$ cat src/rtl/lcd_char_sink_pkg.sv
// Shared types, constants and helpers for the lcd_char_sink character-LCD responder.
package lcd_char_sink_pkg;

  localparam logic [6:0] LCD_LINE1_BASE = 7'h40;
  localparam logic [7:0] LCD_SPACE      = 8'h20;
  localparam int         DDRAM_DEPTH    = 32;
  localparam int         DDRAM_AW       = 5;
  localparam int         LCD_DL_BIT     = 4;
  localparam int         LCD_ID_BIT     = 1;

  typedef enum logic {
    PH_HIGH = 1'b0,
    PH_LOW  = 1'b1
  } nib_phase_e;

  typedef enum logic [2:0] {
    CMD_NONE  = 3'd0,
    CMD_CLEAR = 3'd1,
    CMD_HOME  = 3'd2,
    CMD_ENTRY = 3'd3,
    CMD_CTRL  = 3'd4,
    CMD_FUNC  = 3'd5,
    CMD_CGRAM = 3'd6,
    CMD_DDRAM = 3'd7
  } cmd_e;

  // Instructions are identified by their most significant set bit.
  function automatic cmd_e decode_cmd(input logic [7:0] b);
    cmd_e c;
    if (b[7])              c = CMD_DDRAM;
    else if (b[6])         c = CMD_CGRAM;
    else if (b[5])         c = CMD_FUNC;
    else if (b[4] || b[3]) c = CMD_CTRL;
    else if (b[2])         c = CMD_ENTRY;
    else if (b[1])         c = CMD_HOME;
    else if (b[0])         c = CMD_CLEAR;
    else                   c = CMD_NONE;
    return c;
  endfunction

  // Address counter step; the two 16-character lines form one 32-entry ring.
  function automatic logic [6:0] ac_step(input logic [6:0] ac, input logic inc);
    logic [6:0] nxt;
    if (inc) begin
      if (ac == 7'h0F)      nxt = LCD_LINE1_BASE;
      else if (ac == 7'h4F) nxt = 7'h00;
      else                  nxt = ac + 7'd1;
    end else begin
      if (ac == 7'h00)                nxt = 7'h4F;
      else if (ac == LCD_LINE1_BASE)  nxt = 7'h0F;
      else                            nxt = ac - 7'd1;
    end
    return nxt;
  endfunction

endpackage

$ cat src/rtl/lcd_char_sink_ddram.sv
// 32x8 display RAM: one synchronous write port, one registered read port (read-before-write).
module lcd_char_sink_ddram
  import lcd_char_sink_pkg::*;
(
  input  logic                clk,
  input  logic                rst,
  input  logic                we,
  input  logic [DDRAM_AW-1:0] waddr,
  input  logic [7:0]          wdata,
  input  logic [DDRAM_AW-1:0] raddr,
  output logic [7:0]          rdata
);

  logic [7:0] mem_q [DDRAM_DEPTH];
  logic [7:0] rdata_q, rdata_d;

  // Storage is deliberately not reset so a reset never wipes the screen image.
  always_ff @(posedge clk) begin
    if (we) mem_q[waddr] <= wdata;
  end

  always_comb rdata_d = mem_q[raddr];

  always_ff @(posedge clk or posedge rst) begin
    if (rst) rdata_q <= 8'h00;
    else     rdata_q <= rdata_d;
  end

  assign rdata = rdata_q;

endmodule

$ cat src/rtl/lcd_char_sink.sv
// HD44780-style responder on the 4-bit LCD bus with a 2x16 DDRAM mirror.
// Define LCD_BUSY_MODEL_EN for full busy timing; otherwise busy covers only the clear fill.
module lcd_char_sink
  import lcd_char_sink_pkg::*;
#(
  parameter int CMD_CYCLES   = 2000,
  parameter int CLEAR_CYCLES = 82000
) (
  input  logic       clk,
  input  logic       rst,
  input  logic       lcd_e,
  input  logic       lcd_rs,
  input  logic       lcd_rw,
  input  logic [3:0] lcd_dat,
  output logic [3:0] lcd_dat_o,
  output logic       lcd_dat_oe,
  input  logic [4:0] rd_addr,
  output logic [7:0] rd_char,
  output logic       byte_vld,
  output logic       byte_rs,
  output logic [7:0] byte_dat,
  output logic       busy,
  output logic       overrun
);

  logic [6:0] sync1_q, sync2_q;
  logic       e_prev_q;
  logic       e_s, rs_s, rw_s, xfer_s;
  logic [3:0] dat_s;

  nib_phase_e phase_q, phase_d;
  logic       mode4_q, mode4_d;
  logic [3:0] hi_nib_q, hi_nib_d;
  logic       byte_vld_q, byte_vld_d;
  logic       byte_rs_q, byte_rs_d;
  logic [7:0] byte_dat_q, byte_dat_d;
  logic [6:0] ac_q, ac_d;
  logic       id_q, id_d;
  logic       fill_q, fill_d;
  logic [4:0] fill_idx_q, fill_idx_d;
  logic       busy_q, busy_d;
  logic       overrun_q, overrun_d;
  logic [3:0] dat_o_q, dat_o_d;
  logic       oe_q, oe_d;
  logic       accept_s, we_s;
  logic [4:0] waddr_s;
  logic [7:0] wdata_s;
  cmd_e       cmd_s;

  always_ff @(posedge clk or posedge rst) begin
    if (rst) begin
      sync1_q  <= 7'd0;
      sync2_q  <= 7'd0;
      e_prev_q <= 1'b0;
    end else begin
      sync1_q  <= {lcd_e, lcd_rs, lcd_rw, lcd_dat};
      sync2_q  <= sync1_q;
      e_prev_q <= sync2_q[6];
    end
  end

  assign {e_s, rs_s, rw_s, dat_s} = sync2_q;
  assign xfer_s = e_prev_q & ~e_s;

  // Nibble assembly: 8-bit mode takes each write as a byte, 4-bit mode pairs HIGH/LOW.
  always_comb begin
    phase_d    = phase_q;
    hi_nib_d   = hi_nib_q;
    byte_vld_d = 1'b0;
    byte_rs_d  = byte_rs_q;
    byte_dat_d = byte_dat_q;
    if (xfer_s && rw_s) begin
      if (mode4_q) phase_d = (phase_q == PH_HIGH) ? PH_LOW : PH_HIGH;
      else         phase_d = PH_HIGH;
    end else if (xfer_s && !mode4_q) begin
      byte_vld_d = 1'b1;
      byte_rs_d  = rs_s;
      byte_dat_d = {dat_s, 4'h0};
    end else if (xfer_s) begin
      case (phase_q)
        PH_HIGH: begin
          hi_nib_d = dat_s;
          phase_d  = PH_LOW;
        end
        PH_LOW: begin
          byte_vld_d = 1'b1;
          byte_rs_d  = rs_s;
          byte_dat_d = {hi_nib_q, dat_s};
          phase_d    = PH_HIGH;
        end
        default: phase_d = PH_HIGH;
      endcase
    end else begin
      phase_d = phase_q;
    end
  end

  assign accept_s = byte_vld_q & ~busy_q;
  assign cmd_s    = decode_cmd(byte_dat_q);

  // Byte execution and the clear fill share the single DDRAM write port; fill implies busy.
  always_comb begin
    ac_d       = ac_q;
    id_d       = id_q;
    mode4_d    = mode4_q;
    fill_d     = fill_q;
    fill_idx_d = fill_idx_q;
    overrun_d  = overrun_q | (byte_vld_q & busy_q);
    we_s       = 1'b0;
    waddr_s    = {ac_q[6], ac_q[3:0]};
    wdata_s    = byte_dat_q;
    if (fill_q) begin
      we_s       = 1'b1;
      waddr_s    = fill_idx_q;
      wdata_s    = LCD_SPACE;
      fill_idx_d = fill_idx_q + 5'd1;
      if (fill_idx_q == 5'd31) begin
        fill_d = 1'b0;
        ac_d   = 7'h00;
        id_d   = 1'b1;
      end else begin
        fill_d = 1'b1;
      end
    end else if (accept_s && byte_rs_q) begin
      we_s = 1'b1;
      ac_d = ac_step(ac_q, id_q);
    end else if (accept_s) begin
      case (cmd_s)
        CMD_CLEAR: begin
          fill_d     = 1'b1;
          fill_idx_d = 5'd0;
        end
        CMD_HOME:  ac_d    = 7'h00;
        CMD_ENTRY: id_d    = byte_dat_q[LCD_ID_BIT];
        CMD_FUNC:  mode4_d = ~byte_dat_q[LCD_DL_BIT];
        CMD_DDRAM: begin
          if (byte_dat_q[6:4] == 3'b000 || byte_dat_q[6:4] == 3'b100) ac_d = byte_dat_q[6:0];
          else                                                       ac_d = ac_q;
        end
        default: ac_d = ac_q;
      endcase
    end else begin
      ac_d = ac_q;
    end
  end

  // Read responder: status nibble follows the current nibble phase; data reads return zero.
  always_comb begin
    oe_d    = e_s & rw_s;
    dat_o_d = 4'h0;
    if (e_s && rw_s && !rs_s) begin
      if (phase_q == PH_HIGH) dat_o_d = {busy_q, ac_q[6:4]};
      else                    dat_o_d = ac_q[3:0];
    end else begin
      dat_o_d = 4'h0;
    end
  end

`ifdef LCD_BUSY_MODEL_EN
  localparam int BUSY_MAX = (CLEAR_CYCLES > CMD_CYCLES) ? CLEAR_CYCLES : CMD_CYCLES;
  localparam int BUSY_W   = $clog2(BUSY_MAX + 1);

  logic [BUSY_W-1:0] busy_cnt_q, busy_cnt_d;

  // Every accepted byte reloads the countdown; clear gets the long delay.
  always_comb begin
    busy_cnt_d = busy_cnt_q;
    if (accept_s) begin
      if (!byte_rs_q && cmd_s == CMD_CLEAR) busy_cnt_d = BUSY_W'(CLEAR_CYCLES);
      else                                  busy_cnt_d = BUSY_W'(CMD_CYCLES);
    end else if (busy_cnt_q != '0) begin
      busy_cnt_d = busy_cnt_q - BUSY_W'(1);
    end else begin
      busy_cnt_d = busy_cnt_q;
    end
    busy_d = (busy_cnt_d != '0) | fill_d;
  end

  always_ff @(posedge clk or posedge rst) begin
    if (rst) busy_cnt_q <= '0;
    else     busy_cnt_q <= busy_cnt_d;
  end
`else
  logic unused_cfg_s;
  assign unused_cfg_s = ^{CMD_CYCLES, CLEAR_CYCLES};

  always_comb busy_d = fill_d;
`endif

  always_ff @(posedge clk or posedge rst) begin
    if (rst) begin
      phase_q    <= PH_HIGH;
      mode4_q    <= 1'b0;
      hi_nib_q   <= 4'h0;
      byte_vld_q <= 1'b0;
      byte_rs_q  <= 1'b0;
      byte_dat_q <= 8'h00;
      ac_q       <= 7'h00;
      id_q       <= 1'b1;
      fill_q     <= 1'b0;
      fill_idx_q <= 5'd0;
      busy_q     <= 1'b0;
      overrun_q  <= 1'b0;
      dat_o_q    <= 4'h0;
      oe_q       <= 1'b0;
    end else begin
      phase_q    <= phase_d;
      mode4_q    <= mode4_d;
      hi_nib_q   <= hi_nib_d;
      byte_vld_q <= byte_vld_d;
      byte_rs_q  <= byte_rs_d;
      byte_dat_q <= byte_dat_d;
      ac_q       <= ac_d;
      id_q       <= id_d;
      fill_q     <= fill_d;
      fill_idx_q <= fill_idx_d;
      busy_q     <= busy_d;
      overrun_q  <= overrun_d;
      dat_o_q    <= dat_o_d;
      oe_q       <= oe_d;
    end
  end

  lcd_char_sink_ddram u_ddram (
    .clk   (clk),
    .rst   (rst),
    .we    (we_s),
    .waddr (waddr_s),
    .wdata (wdata_s),
    .raddr (rd_addr),
    .rdata (rd_char)
  );

  assign lcd_dat_o  = dat_o_q;
  assign lcd_dat_oe = oe_q;
  assign byte_vld   = byte_vld_q;
  assign byte_rs    = byte_rs_q;
  assign byte_dat   = byte_dat_q;
  assign busy       = busy_q;
  assign overrun    = overrun_q;

endmodule

$ cat config.mk
export PLATFORM = sky130hd
export DESIGN_NAME = lcd_char_sink
export DESIGN_NICKNAME = d
export VERILOG_FILES = /design/src/rtl/lcd_char_sink_pkg.sv /design/src/rtl/lcd_char_sink_ddram.sv /design/src/rtl/lcd_char_sink.sv
export SDC_FILE = /design/constraint.sdc
export NUM_CORES = 1
export LEC_CHECK = 0
export BUFFER_PORTS_ARGS = -buffer_cell sky130_fd_sc_hd__buf_2
export CORE_UTILIZATION = 55
export DETAILED_ROUTE_END_ITERATION = 10
export PLACE_DENSITY = 0.72
export SETUP_SLACK_MARGIN = 0.3
export SYNTH_ARGS = -nofsm -noshare
export SYNTH_HDL_FRONTEND = slang
export SYNTH_SLANG_ARGS = --single-unit
$ cat constraint.sdc
create_clock -name clk -period 6.2 [get_ports clk]
set_input_delay 0.93 -clock clk [delete_from_list [all_inputs] [get_ports clk]]
set_output_delay 0.93 -clock clk [all_outputs]
set_load 0.01 [all_outputs]
==> impl_results.html <==
<table>
<tr><th>Metric</th><th>Value</th></tr>
<tr><th colspan="2">Drt</th></tr>
<tr><td>Wire length per cell after detailed routing</td><td>24.04 µm</td></tr>
<tr><td>Via count normalized by instance count</td><td>~6.3</td></tr>
<tr><td>Vias</td><td>~7k</td></tr>
<tr><td>Detailed Routing Iterations Pass 1</td><td>5</td></tr>
<tr><td>Sum of routed wire length over all layers</td><td>26.73 mm</td></tr>
<tr><td>Total DRC errors in the routed layout</td><td>0</td></tr>
<tr><td>DRT iter0 DRCs</td><td>between 700 and 800</td></tr>
<tr><td>Antenna-violating nets left</td><td>0</td></tr>
<tr><th colspan="2">Synth</th></tr>
<tr><td>Main flop type after synthesis</td><td>sky130_fd_sc_hd__edfxtp_1</td></tr>
<tr><td>Synthesized area per cell</td><td>16.44 µm²</td></tr>
<tr><td>Share of synthesized area occupied by flip-flops and latches</td><td>between 70% and 80%</td></tr>
<tr><td>Cell area after synthesis</td><td>12570 µm²</td></tr>
<tr><td>Number of storage elements in the synthesis netlist</td><td>around 320</td></tr>
<tr><td>Number of distinct library cells after synthesis</td><td>57</td></tr>
<tr><td>YS warnings</td><td>0</td></tr>
<tr><td>FFs w/ async S/R, synth</td><td>between 10% and 20%</td></tr>
<tr><td>EDFF count, synth</td><td>about 260</td></tr>
<tr><td>Net count after synthesis</td><td>784</td></tr>
<tr><td>Number of instances in the synthesized netlist</td><td>roughly 770</td></tr>
<tr><th colspan="2">Setup path</th></tr>
<tr><td>Type of origin of the critical path</td><td>flop</td></tr>
<tr><td>Critical Path Slowest Stage Cell</td><td>sky130_fd_sc_hd__dfrtp_1</td></tr>
<tr><td>Delay of the slowest critical-path stage</td><td>~1.1 ns</td></tr>
<tr><td>Crit path DAT</td><td>~3.5 ns</td></tr>
<tr><td>Category of the worst setup path capture point</td><td>flop</td></tr>
<tr><td>Path type of the worst setup path</td><td>flop to flop</td></tr>
<tr><td>Count of buffer and inverter cells on the critical path</td><td>1</td></tr>
<tr><td>Ordered list of cells on the worst path</td><td>inv_1 -&gt; o22ai_1 -&gt; nand2_1 -&gt; nor2_1</td></tr>
<tr><td>Kind of cell adding the most delay to the critical path</td><td>flip-flops</td></tr>
<tr><td>Data required time of the critical path</td><td>about 6.4 ns</td></tr>
<tr><td>Biggest fanout along the worst timing path</td><td>33</td></tr>
<tr><th colspan="2">Timing</th></tr>
<tr><td>Unrepaired setup endpoints after global routing</td><td>false</td></tr>
<tr><td>Setup violators final</td><td>0</td></tr>
<tr><td>Share of the clock period used by the worst path after layout</td><td>a little over half</td></tr>
<tr><td>Final critical-path required period</td><td>3.329 ns</td></tr>
<tr><td>Worst rel slew slack</td><td>approximately a fifth</td></tr>
<tr><td>Final-layout worst hold slack</td><td>~0.35 ns</td></tr>
<tr><td>Transition time at the pin with the least slew margin</td><td>between 1 and 1.5 ns</td></tr>
<tr><td>Worst setup margin</td><td>2.871 ns</td></tr>
<tr><td>Final Hold Violating Endpoints</td><td>0</td></tr>
<tr><td>Slew Limit Fails</td><td>0</td></tr>
<tr><td>Worst Skew</td><td>slightly above 0.009 ns</td></tr>
<tr><td>F_max</td><td>0.3004 GHz</td></tr>
<tr><td>Aggregate negative setup slack</td><td>0 ns</td></tr>
<tr><th colspan="2">Floorplanning</th></tr>
<tr><td>Total Die Area</td><td>around 23000 µm²</td></tr>
<tr><td>Width of the chip</td><td>~150 µm</td></tr>
<tr><td>Num rows</td><td>54</td></tr>
<tr><td>Effective utilization at floorplan</td><td>56.91%</td></tr>
<tr><td>Chip Height</td><td>roughly 150 µm</td></tr>
<tr><td>Placeable core region</td><td>between 20000 and 25000 µm²</td></tr>
<tr><td>Number of primary I/O pins</td><td>39</td></tr>
<tr><th colspan="2">Placement</th></tr>
<tr><td>Pre-CTS setup slack</td><td>~2.5 ns</td></tr>
<tr><td>Detailed placement HPWL</td><td>17.04 mm</td></tr>
<tr><td>Placement-stage cell area</td><td>between 10000 and 15000 µm²</td></tr>
<tr><td>Number of placed cells counting well taps</td><td>around 1.1k</td></tr>
<tr><td>Quantity of I/O buffers inserted on ports</td><td>38</td></tr>
<tr><td>GPL Wtd Cong</td><td>approximately 0.9</td></tr>
<tr><th colspan="2">Final layout</th></tr>
<tr><td>Number of standard cells in the layout, taps in and fillers out</td><td>between 1k and 1.5k</td></tr>
<tr><td>Cell area after layout</td><td>roughly 14000 µm²</td></tr>
<tr><td>Net count, final</td><td>827</td></tr>
<tr><td>Filler instances</td><td>between 1.5k and 2k</td></tr>
<tr><td>Layout-stage area growth over the synthesis result</td><td>11.28%</td></tr>
<tr><td>N_diodes</td><td>0</td></tr>
<tr><td>Fraction of layout cells with a size suffix above 1</td><td>between 10% and 20%</td></tr>
<tr><th colspan="2">Clock network</th></tr>
<tr><td>Maximum clock path buffer count</td><td>3</td></tr>
<tr><td>Count of clock tree sinks</td><td>about 320</td></tr>
<tr><td># hold bufs at CTS</td><td>0</td></tr>
<tr><td>Clk_lat worst skew</td><td>roughly 0.55 ns</td></tr>
<tr><td>Setup fix buffers added after clock tree synthesis</td><td>0</td></tr>
<tr><td>TritonCTS clock tree</td><td>yes</td></tr>
<tr><td>Count of cells resized by post-cts repair</td><td>0</td></tr>
<tr><td>Inserted Clock Buffers</td><td>31</td></tr>
<tr><td>Clock root cell</td><td>sky130_fd_sc_hd__clkbuf_16</td></tr>
<tr><td>Clock-pin slew reported for the worst setup and hold paths after clock tree synthesis</td><td>around 0.060 ns</td></tr>
<tr><td>Number of H-tree branching levels</td><td>1</td></tr>
<tr><th colspan="2">Global route</th></tr>
<tr><td>Largest net degree at the start of global routing</td><td>68</td></tr>
<tr><td>Total Routing Usage GR</td><td>23.71%</td></tr>
<tr><td>Congestion Overflow GR</td><td>0</td></tr>
<tr><td>Via count of the first global-routing pass</td><td>7105</td></tr>
<tr><td>Number of antenna violations at the first check in global routing</td><td>0</td></tr>
<tr><td>Wire length of the first global-routing pass</td><td>slightly above 40 mm</td></tr>
<tr><th colspan="2">Power and ir drop</th></tr>
<tr><td>Power density relative to cell area</td><td>397.1 nW/µm²</td></tr>
<tr><td>Reported leakage power</td><td>about 5 nW</td></tr>
<tr><td>Worst VDD drop</td><td>approximately 0.46 mV</td></tr>
<tr><th colspan="2">Min path</th></tr>
<tr><td>Worst hold path type</td><td>flop to flop</td></tr>
<tr><th colspan="2">Job</th></tr>
<tr><td>Number of max-capacitance violations reported</td><td>0</td></tr>
<tr><th colspan="2">Run status</th></tr>
<tr><td>Outcome</td><td>completed</td></tr>
</table>
-- synthesized netlist by cell type (4+ instances only) --
cell type / n / share of area [%]
sky130_fd_sc_hd__a2111oi_0: 8 / 0.56
sky130_fd_sc_hd__a211oi_1: 9 / 0.54
sky130_fd_sc_hd__a21o_1: 4 / 0.24
sky130_fd_sc_hd__a21oi_1: 13 / 0.52
sky130_fd_sc_hd__a22o_1: 9 / 0.63
sky130_fd_sc_hd__a22oi_1: 25 / 1.5
sky130_fd_sc_hd__a31oi_1: 9 / 0.45
sky130_fd_sc_hd__buf_1: 5 / 0.15
sky130_fd_sc_hd__buf_2: 17 / 0.68
sky130_fd_sc_hd__clkbuf_1: 16 / 0.48
sky130_fd_sc_hd__dfrtp_1: 58 / 12
sky130_fd_sc_hd__edfxtp_1: 256 / 61
sky130_fd_sc_hd__ha_1: 5 / 0.50
sky130_fd_sc_hd__inv_1: 9 / 0.27
sky130_fd_sc_hd__mux2_2: 8 / 0.72
sky130_fd_sc_hd__mux2i_1: 69 / 5.5
sky130_fd_sc_hd__mux4_2: 32 / 5.7
sky130_fd_sc_hd__nand2_1: 53 / 1.6
sky130_fd_sc_hd__nand2b_1: 5 / 0.25
sky130_fd_sc_hd__nand3_1: 17 / 0.68
sky130_fd_sc_hd__nor2_1: 51 / 1.5
sky130_fd_sc_hd__nor2b_1: 18 / 0.90
sky130_fd_sc_hd__o21ai_0: 21 / 0.84
-- cell type report --
type	count	area (µm²)	share of cell area, %
clock buffers	45	858.3	6.134
repair buffers	48	267.8	1.913
clock inverters	12	88.84	0.6348
flip-flops and latches	315	9165	65.50
well taps	280	350.3	2.504
inverters	9	33.78	0.2414
multi-input cells	403	3229	23.08
-- power breakdown --
group	total, mW	switching, mW	internal [mW]
clock network	1.74	0.739	0.997
logic	0.941	0.656	0.285
registers	2.88	0.188	2.69
-- worst paths after layout --
| check | startpoint | endpoint | slack, ns | depth (start not counted) |
|---|---|---|---|---|
| max | busy$_DFF_PP0_ | u_ddram.mem_q[29][0]$_DFFE_PP_ | 2.87 | 4 |
| min | sync1_q[4]$_DFF_PP0_ | sync2_q[4]$_DFF_PP0_ | 0.35 | 0 |
| max reg2reg | busy$_DFF_PP0_ | u_ddram.mem_q[29][0]$_DFFE_PP_ | 2.87 | 4 |
| min reg2reg | sync1_q[4]$_DFF_PP0_ | sync2_q[4]$_DFF_PP0_ | 0.35 | 0 |
| max in group asynchronous | rst | lcd_dat_o[3]$_DFF_PP0_ | 5.06 | 3 |
| min in group asynchronous | rst | sync2_q[3]$_DFF_PP0_ | 0.61 | 3 |
-- worst register-to-register path: stages (launching register included) --
cell and delay, ns:
sky130_fd_sc_hd__dfrtp_1 1.12, sky130_fd_sc_hd__inv_1 0.47, sky130_fd_sc_hd__o22ai_1 0.35, sky130_fd_sc_hd__nand2_1 0.26, sky130_fd_sc_hd__nor2_1 0.76
-- flip-flops by register name, indices dropped and copies added, names as in the netlist --
name           flops
u_ddram.mem_q    256
u_ddram.rdata      8
byte_vld           1
ac_q               7
mode4_q            1
sync1_q            7
phase_q            1
byte_rs            1
busy               1
byte_dat           8
id_q               1
sync2_q            7
fill_idx_q         5
overrun            1
hi_nib_q           4
lcd_dat_oe         1
e_prev_q           1
lcd_dat_o          4
-- per-stage QoR --
stage	utilization (%)	total power, mW
3_3_place_gp	59.05	3.805
3_5_place_dp	59.05	3.856
4_1_cts	63.34	5.575
2_1_floorplan	-	3.447
6_report	63.34	5.557
5_1_grt	63.34	5.772
-- per-layer routing --
layer | track usage, % | vias up | share of wire [%]
met5 | 0 | - | 0
met4 | 8.466 | 0 | 3.5
met3 | 3.601 | 67 | 7.4
met2 | 38.25 | 301 | 48
met1 | 33.17 | 3532 | 42
li1 | - | 3075 | -
-- kinds of logic after synthesis --
| group | Yosys count | synth area share (%) |
|---|---|---|
| compound gates | 117 | 6.478 |
| xor+xnor | 3 | 0.2090 |
| fa+ha+maj | 5 | 0.4975 |
| buf+inv | 47 | 1.572 |
| flops | 315 | 72.89 |
| mux | 109 | 11.94 |
| simple gates | 169 | 6.418 |
-- cell usage in the layout (no fill, tap or decap), types with 9 or more instances in the layout --
cell type	netlist	final
sky130_fd_sc_hd__mux2i_1	69	69
sky130_fd_sc_hd__clkbuf_16	0	31
sky130_fd_sc_hd__o21ai_0	21	21
sky130_fd_sc_hd__nor2b_1	18	11
sky130_fd_sc_hd__nand3_1	17	17
sky130_fd_sc_hd__a22oi_1	25	25
sky130_fd_sc_hd__mux4_2	32	32
sky130_fd_sc_hd__nor2_1	51	51
sky130_fd_sc_hd__dfrtp_1	58	58
sky130_fd_sc_hd__a21oi_1	13	13
sky130_fd_sc_hd__buf_2	17	37
sky130_fd_sc_hd__a211oi_1	9	9
sky130_fd_sc_hd__a31oi_1	9	9
sky130_fd_sc_hd__a22o_1	9	9
sky130_fd_sc_hd__buf_4	0	11
sky130_fd_sc_hd__nand2_1	53	53
sky130_fd_sc_hd__edfxtp_1	256	256
sky130_fd_sc_hd__clkbuf_1	16	11
(Power assumes the default switching activity.)
